**config.mk**
```make
export PLATFORM = sky130hd
export DESIGN_NAME = delay_line
export DESIGN_NICKNAME = d
export VERILOG_FILES = /design/src/rtl/delay_line_pkg.sv /design/src/rtl/delay_stage.sv /design/src/rtl/delay_line.sv
export SDC_FILE = /design/constraint.sdc
export NUM_CORES = 1
export LEC_CHECK = 0
export ABC_AREA = 0
export BUFFER_PORTS_ARGS = -buffer_cell sky130_fd_sc_hd__buf_2
export CAP_MARGIN = 20
export CORE_MARGIN = 4
export CORE_UTILIZATION = 30
export CTS_BUF_LIST = sky130_fd_sc_hd__clkbuf_8
export CTS_CLUSTER_DIAMETER = 100
export CTS_CLUSTER_SIZE = 28
export DETAILED_ROUTE_END_ITERATION = 10
export SLEW_MARGIN = 20
export SYNTH_ARGS = -nofsm -noshare
export SYNTH_HDL_FRONTEND = slang
export SYNTH_SLANG_ARGS = --single-unit
```
**constraint.sdc**
```tcl
create_clock -name clk_i -period 0.8 [get_ports clk_i]
set_input_delay 0 -clock clk_i [delete_from_list [all_inputs] [get_ports clk_i]]
set_output_delay 0 -clock clk_i [all_outputs]
set_load 0.005 [all_outputs]
```
**src/rtl/delay_line_pkg.sv**
```systemverilog
// Shared constants, stage shape and occupancy helper for the delay line.
package delay_line_pkg;

  localparam int DELAY_LINE_WIDTH_DEFAULT = 32'sd8;
  localparam int DELAY_LINE_DEPTH_DEFAULT = 32'sd2;
  localparam int DELAY_LINE_WIDTH_MIN     = 32'sd1;
  localparam int DELAY_LINE_WIDTH_MAX     = 32'sd64;
  localparam int DELAY_LINE_DEPTH_MIN     = 32'sd1;
  localparam int DELAY_LINE_DEPTH_MAX     = 32'sd32;

  // Stage shape at the default width; delay_line redeclares it at its own WIDTH.
  typedef struct packed {
    logic                                valid;
    logic [DELAY_LINE_WIDTH_DEFAULT-1:0] data;
  } delay_stage_t;

  function automatic int unsigned occupancy_next(
    input int unsigned cnt,
    input logic        flush,
    input logic        en,
    input logic        vin,
    input logic        vout
  );
    int unsigned nxt;
    if (flush) begin
      nxt = 32'd0;
    end else if (en) begin
      nxt = cnt + 32'(vin) - 32'(vout);
    end else begin
      nxt = cnt;
    end
    return nxt;
  endfunction

endpackage

```
**src/rtl/delay_stage.sv**
```systemverilog
// One valid+data pipeline register with enable, flush and bubble gating.
module delay_stage
  import delay_line_pkg::*;
#(
  parameter int WIDTH = DELAY_LINE_WIDTH_DEFAULT
) (
  input  logic             clk_i,
  input  logic             rst_ni,
  input  logic             en_i,
  input  logic             flush_i,
  input  logic             valid_i,
  input  logic [WIDTH-1:0] data_i,
  output logic             valid_o,
  output logic [WIDTH-1:0] data_o
);

  logic             valid_d, valid_q;
  logic [WIDTH-1:0] data_d, data_q;

  // Next-state: flush beats enable; a bubble always carries zero data.
  always_comb begin
    valid_d = valid_q;
    data_d  = data_q;
    if (flush_i) begin
      valid_d = 1'b0;
      data_d  = {WIDTH{1'b0}};
    end else if (en_i) begin
      valid_d = valid_i;
      data_d  = valid_i ? data_i : {WIDTH{1'b0}};
    end else begin
      valid_d = valid_q;
      data_d  = data_q;
    end
  end

  // Stage register with synchronous active-low reset.
  always_ff @(posedge clk_i) begin
    if (!rst_ni) begin
      valid_q <= 1'b0;
      data_q  <= {WIDTH{1'b0}};
    end else begin
      valid_q <= valid_d;
      data_q  <= data_d;
    end
  end

  assign valid_o = valid_q;
  assign data_o  = data_q;

endmodule

```
**src/rtl/delay_line.sv**
```systemverilog
// Enable-gated, flushable fixed-latency delay line of DEPTH stages.
// Optional occupancy counter and count_o port when DELAY_LINE_COUNT_EN is defined.
module delay_line
  import delay_line_pkg::*;
#(
  parameter int WIDTH = DELAY_LINE_WIDTH_DEFAULT,
  parameter int DEPTH = DELAY_LINE_DEPTH_DEFAULT
) (
  input  logic                       clk_i,
  input  logic                       rst_ni,
  input  logic                       en_i,
  input  logic                       flush_i,
  input  logic                       valid_i,
  input  logic [WIDTH-1:0]           data_i,
  output logic                       valid_o,
  output logic [WIDTH-1:0]           data_o
`ifdef DELAY_LINE_COUNT_EN
  ,
  output logic [$clog2(DEPTH+1)-1:0] count_o
`endif
);

  if ((WIDTH < DELAY_LINE_WIDTH_MIN) || (WIDTH > DELAY_LINE_WIDTH_MAX) ||
      (DEPTH < DELAY_LINE_DEPTH_MIN) || (DEPTH > DELAY_LINE_DEPTH_MAX)) begin : g_param_err
    $error("delay_line: WIDTH must be 1..64 and DEPTH must be 1..32");
  end

  typedef struct packed {
    logic             valid;
    logic [WIDTH-1:0] data;
  } stage_t;

  stage_t in_s    [DEPTH];
  stage_t stage_s [DEPTH];

  // Stage inputs: head takes the port, every later stage takes its predecessor.
  always_comb begin
    in_s[0].valid = valid_i;
    in_s[0].data  = data_i;
    for (int k = 1; k < DEPTH; k++) begin
      in_s[k] = stage_s[k-1];
    end
  end

  for (genvar k = 0; k < DEPTH; k++) begin : g_stage
    delay_stage #(.WIDTH(WIDTH)) u_stage (
      .clk_i   (clk_i),
      .rst_ni  (rst_ni),
      .en_i    (en_i),
      .flush_i (flush_i),
      .valid_i (in_s[k].valid),
      .data_i  (in_s[k].data),
      .valid_o (stage_s[k].valid),
      .data_o  (stage_s[k].data)
    );
  end

  assign valid_o = stage_s[DEPTH-1].valid;
  assign data_o  = stage_s[DEPTH-1].data;

`ifdef DELAY_LINE_COUNT_EN
  localparam int CW = $clog2(DEPTH + 1);

  logic [CW-1:0] count_d, count_q;

  // Occupancy: entries in minus the entry leaving the final stage.
  always_comb begin
    count_d = CW'(occupancy_next(32'(count_q), flush_i, en_i, valid_i,
                                 stage_s[DEPTH-1].valid));
  end

  // Occupancy register with synchronous active-low reset.
  always_ff @(posedge clk_i) begin
    if (!rst_ni) begin
      count_q <= {CW{1'b0}};
    end else begin
      count_q <= count_d;
    end
  end

  assign count_o = count_q;
`endif

endmodule

```
# Word-level counts from Yosys, hierarchy flattened
# Index checks and enable logic that the tools add are counted.
# Widths: inputs -> output; s select.
[word_totals] ff_bits=18 latchBits=0 ram_bits=0 mem_bits_ro=0 inputBits=13 out_inout_bits=9 elab_cells=8 mem_count=0
[op_classes] n_addsub=0 multipliers=0 div=0 magnitude_cmp=0 n_eq_ne=0 n_shift=0 muxes=2 n_bitwise=1 n_reduce_logical=1
[ops] cell="$mux 8" count=2
[ops] cell="$reduce_or 2->1" count=1
[ops] cell="$not 1->1" count=1

# Depth between registers and ports, before layout
# Gate-level depths: netlist of the first run.
[depth] depth_word=2 ltp_mapped=4 mapped_depth_nobuf=2

# Cells and area by module
# From an unflattened synthesis of the first run, not the netlist that was laid out.
[hier_totals] cells_unflattened=78 area_unflattened_um2=700.7
[modules_own_cells] mod="delay_stage" n_inst=2 cells_each=39 area_each_um2=350.3 seq_area_each_um2=180.2

# Worst setup path after synthesis of the first run
# No wires, ideal clock.
[synth_path] path_kind="reg-to-reg" start="register g_stage[0].u_stage.valid_q" end="register g_stage[1].u_stage.data_q[0]" setup_time_ns=0.066 t_arrival_ns=0.664 required_ns=0.734 setup_slack_ns=0.070 stages_incl_launch_ff=4 path_buffers=1 period_less_slack_ns=0.730 path_cell_list="dfxtp_1 > buf_2 > nand3_1 > a21oi_2"
[synth_via] elab_chain_len=1
[synth_rtl] element="from (decl)" line="delay_stage.sv:17" text="logic valid_d, valid_q;"
[synth_rtl] element="from (signal assigned)" line="delay_stage.sv:42" text="valid_q <= valid_d;"
[synth_rtl] element="$mux 8" line="delay_stage.sv:29" text="data_d = valid_i ? data_i : {WIDTH{1'b0}};"
[synth_rtl] element="to (signal assigned)" line="delay_stage.sv:40" text="data_q <= {WIDTH{1'b0}};"
[synth_rtl] element="to (signal assigned)" line="delay_stage.sv:43" text="data_q <= data_d;"
[synth_rtl] element="to (decl)" line="delay_stage.sv:18" text="logic [WIDTH-1:0] data_d, data_q;"
# No other way between the ends.
# A chain may end at the register's enable or synchronous reset.

# Worst setup path in the final report of the first run
[layout_path] start="register g_stage[1].u_stage.data_q[7]" end="output port data_o[7]"
[layout_lines] element="to (decl)" line="delay_line.sv:16" text="output logic [WIDTH-1:0] data_o"
# No word-level cell between the ends.

==> impl_metrics.yaml, run 1 <==
run_status:
  status: "completed"
setup_path:
  cp.required_ns: 0.80
  ff2ff_setup_slack_ns: 0.11
  crit_buf_inv: 1
  crit_arrival_ns: 0.71
  slowest_delay_ns: 0.35
  worstSetupPathType: "reg2out"
  worst-path-stages: 1
  cp_top_family: "flip-flops"
  r2r_start: "g_stage[0].u_stage.valid_o$_SDFFE_PP0P_"
  critPathLaunch: "g_stage[1].u_stage.data_o[7]$_SDFFE_PP0P_"
  endpoint_kind: "primary output"
  worstSetupStartpointType: "flip-flop"
  cp_cell_sequence: "buf_2"
  crit_fanout: 2
  critPathCapture: "data_o[7]"
  crit_slowest_cell: "dfxtp_1"
  r2r_end: "g_stage[1].u_stage.data_o[3]$_SDFFE_PP0P_"
  r2r_cells: 2
floorplan:
  core_um2: 2230
  die_h_um: 56.8
  floorplan.initialDensity: 0.320
  die_x_um: 56.8
  dieArea_um2: 3230
  io-pin-count: 22
  core.rowCount: 17
drt:
  route.detailed.drc: 0
  viasPerCell: 4.59
  antenna_left: 0
  drt_iter0_drc: 16
  wl_per_cell_um: 10.5
  vias: 592
  drt_wl_total_um: 1350
  drt_pre_antenna_iters: 4
sta:
  tns_ns: 0
  setup_viol_count_final: 0
  max_slew_margin: 0.869
  holdWs_ns: 0.0113
  drv_slew: 0
  rsz0062_at_grt: "false"
  fin_crit_ns: 0.715
  fmax_ghz: 1.40
  finalCritPeriodShare: 0.894
  layout_setup_ws_ns: 0.0851
  worstMarginPinSlew_ns: 0.196
  final-hold-violation-count: 0
  skew_ns: 0.00163
cts:
  clock_latency_ns: 0.25
  cts_buffers: 3
  clk_pin_slew_ns: 0.07
  cts_tree: "built"
  root_buffer: "clkbuf_8"
  htreeDepth: 1
  clock_sinks: 18
  cts_buffer_depth: 2
global_routing:
  grt_usage: 0.0901
  first_global_vias: 521
  overflow: 0
  antenna_found_initial: 0
  grt_max_degree: 19
  grt_pass1_wl_um: 2270
cells_and_area:
  final_core_util: 0.401
  fin_nets: 115
  layout-drive-gt1-share: 0.317
  syn2layout_area_growth_pct: 25.2
  seq_area_um2: 364
  antenna_cells: 0
  multi_input_comb_area_um2: 298
  fillers: 244
placed_design:
  gp_congestion: 0.661
  place.detailed.hpwl_um: 933
  portBuffers: 21
  preCtsSetupSlack_ns: -0.0608
power_and_ir_drop:
  power.static_leakage_nw: 0.350
  clockPowerShare: 0.416
  combPwrFrac: 0.069
  max-vdd-ir-drop_mv: 0.963
  finalPower_mw: 1.77
  seq_power_share: 0.515
  p_sw_frac: 0.208
  powerDensity_nw_per_um2: 1980
  p_int_mw: 1.40
  power_switching_mw: 0.368
synthesis:
  synth_cell_types: 11
  synth_area_leaders: "dfxtp_1 50%, nand2b_1 15%, nand3_1 11%"
  netlist.area_leader.share: 0.504
  synth_xor_area_frac: 0
  synth_top_family_by_area: "simple AND/OR/NAND/NOR gates"
  synth-compound-area-share: 0.117
  synth-seq-cells: 18
  syn_avg_cell_area_um2: 9.16
  synth_fp_nets: 91
  synthAdderAreaFrac: 0
  yosys_warnings: 0
  yosysTopAreaCell: "dfxtp_1"
  synth_area_um2: 714
  muxShareOfSynthArea: 0.0280
  syn_inst: 78
  synthSimpleGateAreaFrac: 0.271
  ys_seq_area_frac: 0.504
job:
  cap_violations: 0
hold_path:
  min-delay-path-class: "in2reg"
state kept, by name (all words and copies together) (netlist names):
name	flops
g_stage.u_stage.data_o	16
g_stage.u_stage.valid_o	2
per-stage QoR:
step | area [µm²] | cells
after global routing | 895 | 129
after global placement | 836 | 125
final | 895 | 129
after detailed placement | 836 | 125
after CTS | 892 | 129
after floorplan | 714 | 78
metal layers:
| layer | vias up | GRT usage | wire [µm] |
|---|---|---|---|
| li1 | 308 | - | - |
| met1 | 267 | 0.120 | 619 |
| met2 | 15 | 0.124 | 617 |
| met3 | 2 | 0.0253 | 105 |
| met4 | 0 | 0.0596 | 12 |
| met5 | - | 0 | 0 |
worst min path at each step:
stage	start	endpoint	slack, ns	cells past startpoint
3_3_place_gp	data_i[0]	g_stage[0].u_stage.data_o[0]$_SDFFE_PP0P_	0.27	3
5_1_grt	data_i[7]	g_stage[0].u_stage.data_o[7]$_SDFFE_PP0P_	0.01	3
6_report	data_i[7]	g_stage[0].u_stage.data_o[7]$_SDFFE_PP0P_	0.01	3
4_1_cts	data_i[6]	g_stage[0].u_stage.data_o[6]$_SDFFE_PP0P_	0.003	3
2_1_floorplan	data_i[2]	g_stage[0].u_stage.data_o[2]$_SDFFE_PP0P_	0.16	2
3_5_place_dp	data_i[6]	g_stage[0].u_stage.data_o[6]$_SDFFE_PP0P_	0.28	3
cell usage after synthesis, drive strengths merged:
cell	count
dfxtp	18
nand2b	17
a21oi	16
nand3	16
buf	6
mux2i	2
nor2	2
clkbuf	1
cells by family after synthesis:
group | Yosys count
AO/OA/AOI/OAI | 16
buffers and inverters | 7
flip-flops | 18
multiplexers | 2
AND/OR/NAND/NOR | 35
layout by cell type (no fill, tap or decap):
cell and instances:
buf_2 21, nand2b_1 17, dfxtp_1 17, nand3_1 16, a21oi_1 15, buf_4 5
clkbuf_8 4, mux2i_1 2, nor2_1 2, a21oi_2 1, dfxtp_4 1
cell type report:
type,instances,area share
well taps,28,0.0392
multi-input cells,53,0.333
repair buffers,26,0.159
clock buffers,4,0.0615
flip-flops and latches,18,0.407
power by group through the flow:
| stage | sequential, mW | combinational [mW] | clock (mW) |
|---|---|---|---|
| finish | 0.912 | 0.122 | 0.737 |
| global route | 0.914 | 0.135 | 0.787 |
| CTS | 0.915 | 0.123 | 0.769 |
| detailed placement | 0.935 | 0.123 | 0 |
| global placement | 0.935 | 0.119 | 0 |
| floorplan | 0.930 | 0.0862 | 0 |
repair_timing:
action / CTS / global route
buffers inserted: 0 / 0
gates resized for setup: 1 / 1
setup endpoints to repair: 8 / 6
hold buffers: 0 / 0
(Power assumes the default switching activity.)
==> run 2, diff against run 1 <==
CTS_CLUSTER_SIZE = unset   (was 28)
clock period = 0.9 ns   (was 0.8 ns; I/O delays follow)
==> run 2 against run 1 <==
Against the previous run: combinational power is 14% lower; sequential cell count did not move; via count shrank 3.0%; setup slack improved by 0.068 ns; first-iteration DRC count decreased by 69%; total power is 11% lower; clock power decreased by 12%; global-route usage barely moved; clock skew decreased by 0.00063 ns; sequential share of layout area rose by 0.29 points; utilization is 0.56 points lower.
==> impl_metrics.yaml, run 2 (synthesis results as in run 1) <==
run_status:
  status: "completed"
setup_path:
  cp_top_family: "flip-flops"
  worstSetupPathType: "reg2reg"
  crit_fanout: 10
  worstSetupStartpointType: "flip-flop"
  slowest_delay_ns: 0.43
  endpoint_kind: "flip-flop"
  crit_slowest_cell: "dfxtp_2"
  cp.required_ns: 1.09
  crit_buf_inv: 0
  cp_cell_sequence: "nand3_1 -> a21oi_1"
  crit_arrival_ns: 0.93
cts:
  clock_sinks: 18
  root_buffer: "clkbuf_8"
  clk_pin_slew_ns: 0.07
  clock_latency_ns: 0.25
  cts_tree: "built"
  cts_setup_buffers: 0
  htreeDepth: 1
  cts_buffers: 3
  cts_buffer_depth: 2
floorplan:
  dieArea_um2: 3230
  core_um2: 2230
  io-pin-count: 22
  die_h_um: 56.8
  die_x_um: 56.8
  floorplan.initialDensity: 0.320
  core.rowCount: 17
global_routing:
  first_global_vias: 509
  antenna_found_initial: 0
  grt_usage: 0.0896
  grt_pass1_wl_um: 2270
  overflow: 0
  grt_max_degree: 35
sta:
  tns_ns: 0
  layout_setup_ws_ns: 0.153
  fmax_ghz: 1.34
  holdWs_ns: 0.0111
  final-hold-violation-count: 0
  skew_ns: 0.000999
  worstMarginPinSlew_ns: 0.188
  fin_crit_ns: 0.747
  max_slew_margin: 0.875
  rsz0062_at_grt: "false"
  setup_viol_count_final: 0
  finalCritPeriodShare: 0.830
  drv_slew: 0
cells_and_area:
  final_core_util: 0.395
  fin_nets: 112
  layout-drive-gt1-share: 0.296
  fin_cells: 126
  layout_commonest_cell: "buf_2"
  syn2layout_area_growth_pct: 23.5
  largest_reg_flops: 16
  layout_common_cells: "21 x buf_2, 17 x nand2b_1, 17 x dfxtp_1, 16 x nand3_1, 15 x a21oi_1"
  antenna_cells: 0
power_and_ir_drop:
  max-vdd-ir-drop_mv: 0.957
  power.static_leakage_nw: 0.340
  powerDensity_nw_per_um2: 1780
drt:
  drt_iter0_drc: 5
  drt_wl_total_um: 1360
  wl_per_cell_um: 10.8
  vias: 574
  route.detailed.drc: 0
  drt_pre_antenna_iters: 3
  viasPerCell: 4.56
  antenna_left: 0
placed_design:
  portBuffers: 21
  preCtsSetupSlack_ns: 0.0242
  gp_congestion: 0.641
  dp_cells: 122
job:
  cap_violations: 0
hold_path:
  min-delay-path-class: "in2reg"
==> run 2: worst min-delay path: stages <==
cell,delay [ns]
buf_2,0.10
nand3_1,0.07
a21oi_1,0.06
==> run 2: worst paths after layout <==
kind / from / endpoint / slack, ns / depth (start not counted)
setup / recovery: g_stage[0].u_stage.valid_o$_SDFFE_PP0P_ / g_stage[1].u_stage.data_o[7]$_SDFFE_PP0P_ / 0.15 / 2
setup reg to reg: g_stage[0].u_stage.valid_o$_SDFFE_PP0P_ / g_stage[1].u_stage.data_o[7]$_SDFFE_PP0P_ / 0.15 / 2
hold / removal: data_i[0] / g_stage[0].u_stage.data_o[0]$_SDFFE_PP0P_ / 0.01 / 3
hold reg to reg: g_stage[1].u_stage.data_o[2]$_SDFFE_PP0P_ / g_stage[1].u_stage.data_o[2]$_SDFFE_PP0P_ / 0.47 / 2
==> run 2: metal layers <==
layer  wire (µm)  global-route usage
met5           0                   0
met1         624               0.116
met3          91              0.0322
met4          28              0.0497
met2         615               0.127
==> run 2: area by class of cell <==
class                           count  area, µm²
Timing Repair Buffer               23        133
Tap cell                           28       35.0
Clock buffer                        4       55.1
Sequential cell                    18        362
Fill cell                         249       1350
Multi-Input combinational cell     53        298
==> run 2: timing repair <==
item	in CTS	in global routing
hold buffers	0	0
setup endpoints to repair	0	9
resized for setup	0	1
==> run 2: power breakdown <==
part / leakage [nW] / switching, mW / internal, mW
registers: 0.146 / 0.00762 / 0.806
logic: 0.165 / 0.0524 / 0.0530
clock network: 0.0288 / 0.261 / 0.389
total: 0.340 / 0.321 / 1.25
==> run 2: through the flow <==
stage	total power, mW	instance area (µm²)
after global placement	0.935	826
after floorplan	0.903	714
final	1.57	882
after global routing	1.63	882
after CTS	1.60	881
after detailed placement	0.938	826
==> run 3, diff against run 2 <==
ABC_AREA = 1   (was 0)
clock period = 0.8 ns   (was 0.9 ns; I/O delays follow)
==> run 3 against run 2 <==
Against the previous run: count of clock-buffer cells in the layout fell by 1; sequential power rose by 12%; fmax rose by 3.0%; sequential share of layout area rose by 0.64 points; combinational power rose by 12%; critical path type unchanged; critical endpoint is now g_stage[1].u_stage.data_o[6]$_SDFFE_PP0P_.
==> impl_metrics.yaml, run 3 <==
floorplan:
  die_x_um: 58.1
  floorplan.initialDensity: 0.328
  core.rowCount: 17
  core_um2: 2300
  die_h_um: 58.1
  io-pin-count: 22
  dieArea_um2: 3380
drt:
  drt_iter0_drc: 8
  viasPerCell: 4.73
  wl_per_cell_um: 11.2
  route.detailed.drc: 0
  drt_wl_total_um: 1420
  vias: 601
  antenna_left: 0
  drt_pre_antenna_iters: 4
power_and_ir_drop:
  powerDensity_nw_per_um2: 1860
  power.static_leakage_nw: 0.319
  finalPower_mw: 1.63
  max-vdd-ir-drop_mv: 0.684
synthesis:
  syn_inst: 81
  synth_xor_area_frac: 0
  muxShareOfSynthArea: 0
  synth_area_um2: 753
  yosysTopAreaCell: "dfxtp_1"
  synth-compound-area-share: 0.169
  synth-seq-cells: 18
  synthSimpleGateAreaFrac: 0.248
  netlist.area_leader.share: 0.478
  synth_top_family_by_area: "simple AND/OR/NAND/NOR gates"
  synth_cell_types: 12
  synth_fp_nets: 94
  synth_edf_count: 0
  synth_area_leaders: "dfxtp_1 48%, a21oi_2 12%, nand3_1 11%"
  syn_avg_cell_area_um2: 9.30
  synthTopCellsByCount: "18 x dfxtp_1, 16 x nand3_1, 11 x nand2_2"
  synthFlopType: "dfxtp_1"
  ys_seq_area_frac: 0.478
  synthArstFlopShare: 0
  synthAdderAreaFrac: 0
  yosysMostFrequentCell: "dfxtp_1"
  yosys_warnings: 0
cells_and_area:
  layout_common_cells: "21 x buf_2, 17 x dfxtp_1, 16 x nand3_1, 11 x nand2_2"
  multi_input_comb_area_um2: 314
  layout_commonest_cell: "buf_2"
  antenna_cells: 0
  syn2layout_area_growth_pct: 16.1
  stdcell_area_um2: 875
  seq_area_um2: 364
  layout-drive-gt1-share: 0.475
  fin_nets: 114
  largest_reg_flops: 16
  fillers: 235
cts:
  root_buffer: "clkbuf_8"
  ctsHoldBuffers: 0
  clock_sinks: 18
  cts_setup_buffers: 0
  cts_tree: "built"
  clock_latency_ns: 0.25
  clk_pin_slew_ns: 0.06
  htreeDepth: 1
  cts_buffers: 3
  cts_buffer_depth: 2
placed_design:
  portBuffers: 21
  place_area_um2: 830
  gp_congestion: 0.671
  place.detailed.hpwl_um: 996
setup_path:
  worstSetupStartpointType: "flip-flop"
  worst-path-stages: 2
  worstSetupPathType: "reg2reg"
  crit_slowest_cell: "dfxtp_4"
  slowest_delay_ns: 0.41
  crit_fanout: 10
  cp_top_family: "flip-flops"
  r2r_cells: 2
  endpoint_kind: "flip-flop"
  crit_buf_inv: 0
  cp_cell_sequence: "nand3_1 -> a21oi_1"
  crit_arrival_ns: 0.90
  cp.required_ns: 0.97
sta:
  fin_crit_ns: 0.726
  holdWs_ns: 0.0205
  max_slew_margin: 0.705
  worstMarginPinSlew_ns: 0.441
  tns_ns: 0
  final-hold-violation-count: 0
  setup_viol_count_final: 0
  fmax_ghz: 1.38
  finalCritPeriodShare: 0.907
  drv_slew: 0
  rsz0062_at_grt: "false"
  skew_ns: 0.000657
global_routing:
  first_global_vias: 555
  antenna_found_initial: 0
  grt_max_degree: 20
  overflow: 0
  grt_usage: 0.0908
  grt_pass1_wl_um: 2390
hold_path:
  min_path_cells: 3
  min-delay-path-class: "in2reg"
job:
  cap_violations: 0
run_status:
  status: "completed"
## run 3: worst min-delay path, stage by stage
cell,delay [ns]
buf_2,0.10
nand3_1,0.06
a21oi_1,0.06
## run 3: worst paths after layout
| path | from | endpoint | slack [ns] |
|---|---|---|---|
| worst max register to register | g_stage[0].u_stage.valid_o$_SDFFE_PP0P_ | g_stage[1].u_stage.data_o[6]$_SDFFE_PP0P_ | 0.07 |
| worst max-delay path | g_stage[0].u_stage.valid_o$_SDFFE_PP0P_ | g_stage[1].u_stage.data_o[6]$_SDFFE_PP0P_ | 0.07 |
| worst min-delay path | data_i[0] | g_stage[0].u_stage.data_o[0]$_SDFFE_PP0P_ | 0.02 |
| worst min register to register | g_stage[1].u_stage.data_o[7]$_SDFFE_PP0P_ | g_stage[1].u_stage.data_o[7]$_SDFFE_PP0P_ | 0.46 |
## run 3: routing by layer
layer	global-route usage	up-vias	share of wire
li1	-	309	-
met5	0	-	0
met2	0.137	17	0.43
met3	0.0267	4	0.051
met4	0.0497	0	0.026
met1	0.115	271	0.50
## run 3: report_power, final
part	internal, mW	total [mW]	switching [mW]
Combinational	0.0402	0.118	0.0778
Clock	0.334	0.594	0.261
Sequential	0.905	0.914	0.00973
Total	1.28	1.63	0.348
## run 3: repair_timing
action	4_1_cts	5_1_grt
gates resized for setup	1	1
endpoints found under the setup margin	10	5
cloned	0	0
## run 3: stage by stage
step / util / cells / setup WS [ns]
2_1_floorplan: - / 81 / 0.0802
3_3_place_gp: 0.361 / 124 / -0.0503
3_5_place_dp: 0.361 / 124 / -0.0777
4_1_cts: 0.380 / 127 / 0.0273
5_1_grt: 0.381 / 127 / 0.0130
6_report: 0.381 / 127 / 0.0745
## run 3: logic make-up after synthesis
kind of cell           Yosys count
AO/OA/AOI/OAI                   18
buffers and inverters            8
AND/OR/NAND/NOR                 37
flip-flops                      18
## run 3: layout make-up
cell class,count,area share
tap,28,0.0401
timing repair buffer,21,0.120
clock buffer,3,0.0472
multi-input combinational,55,0.359
inverter,2,0.0172
sequential,18,0.416
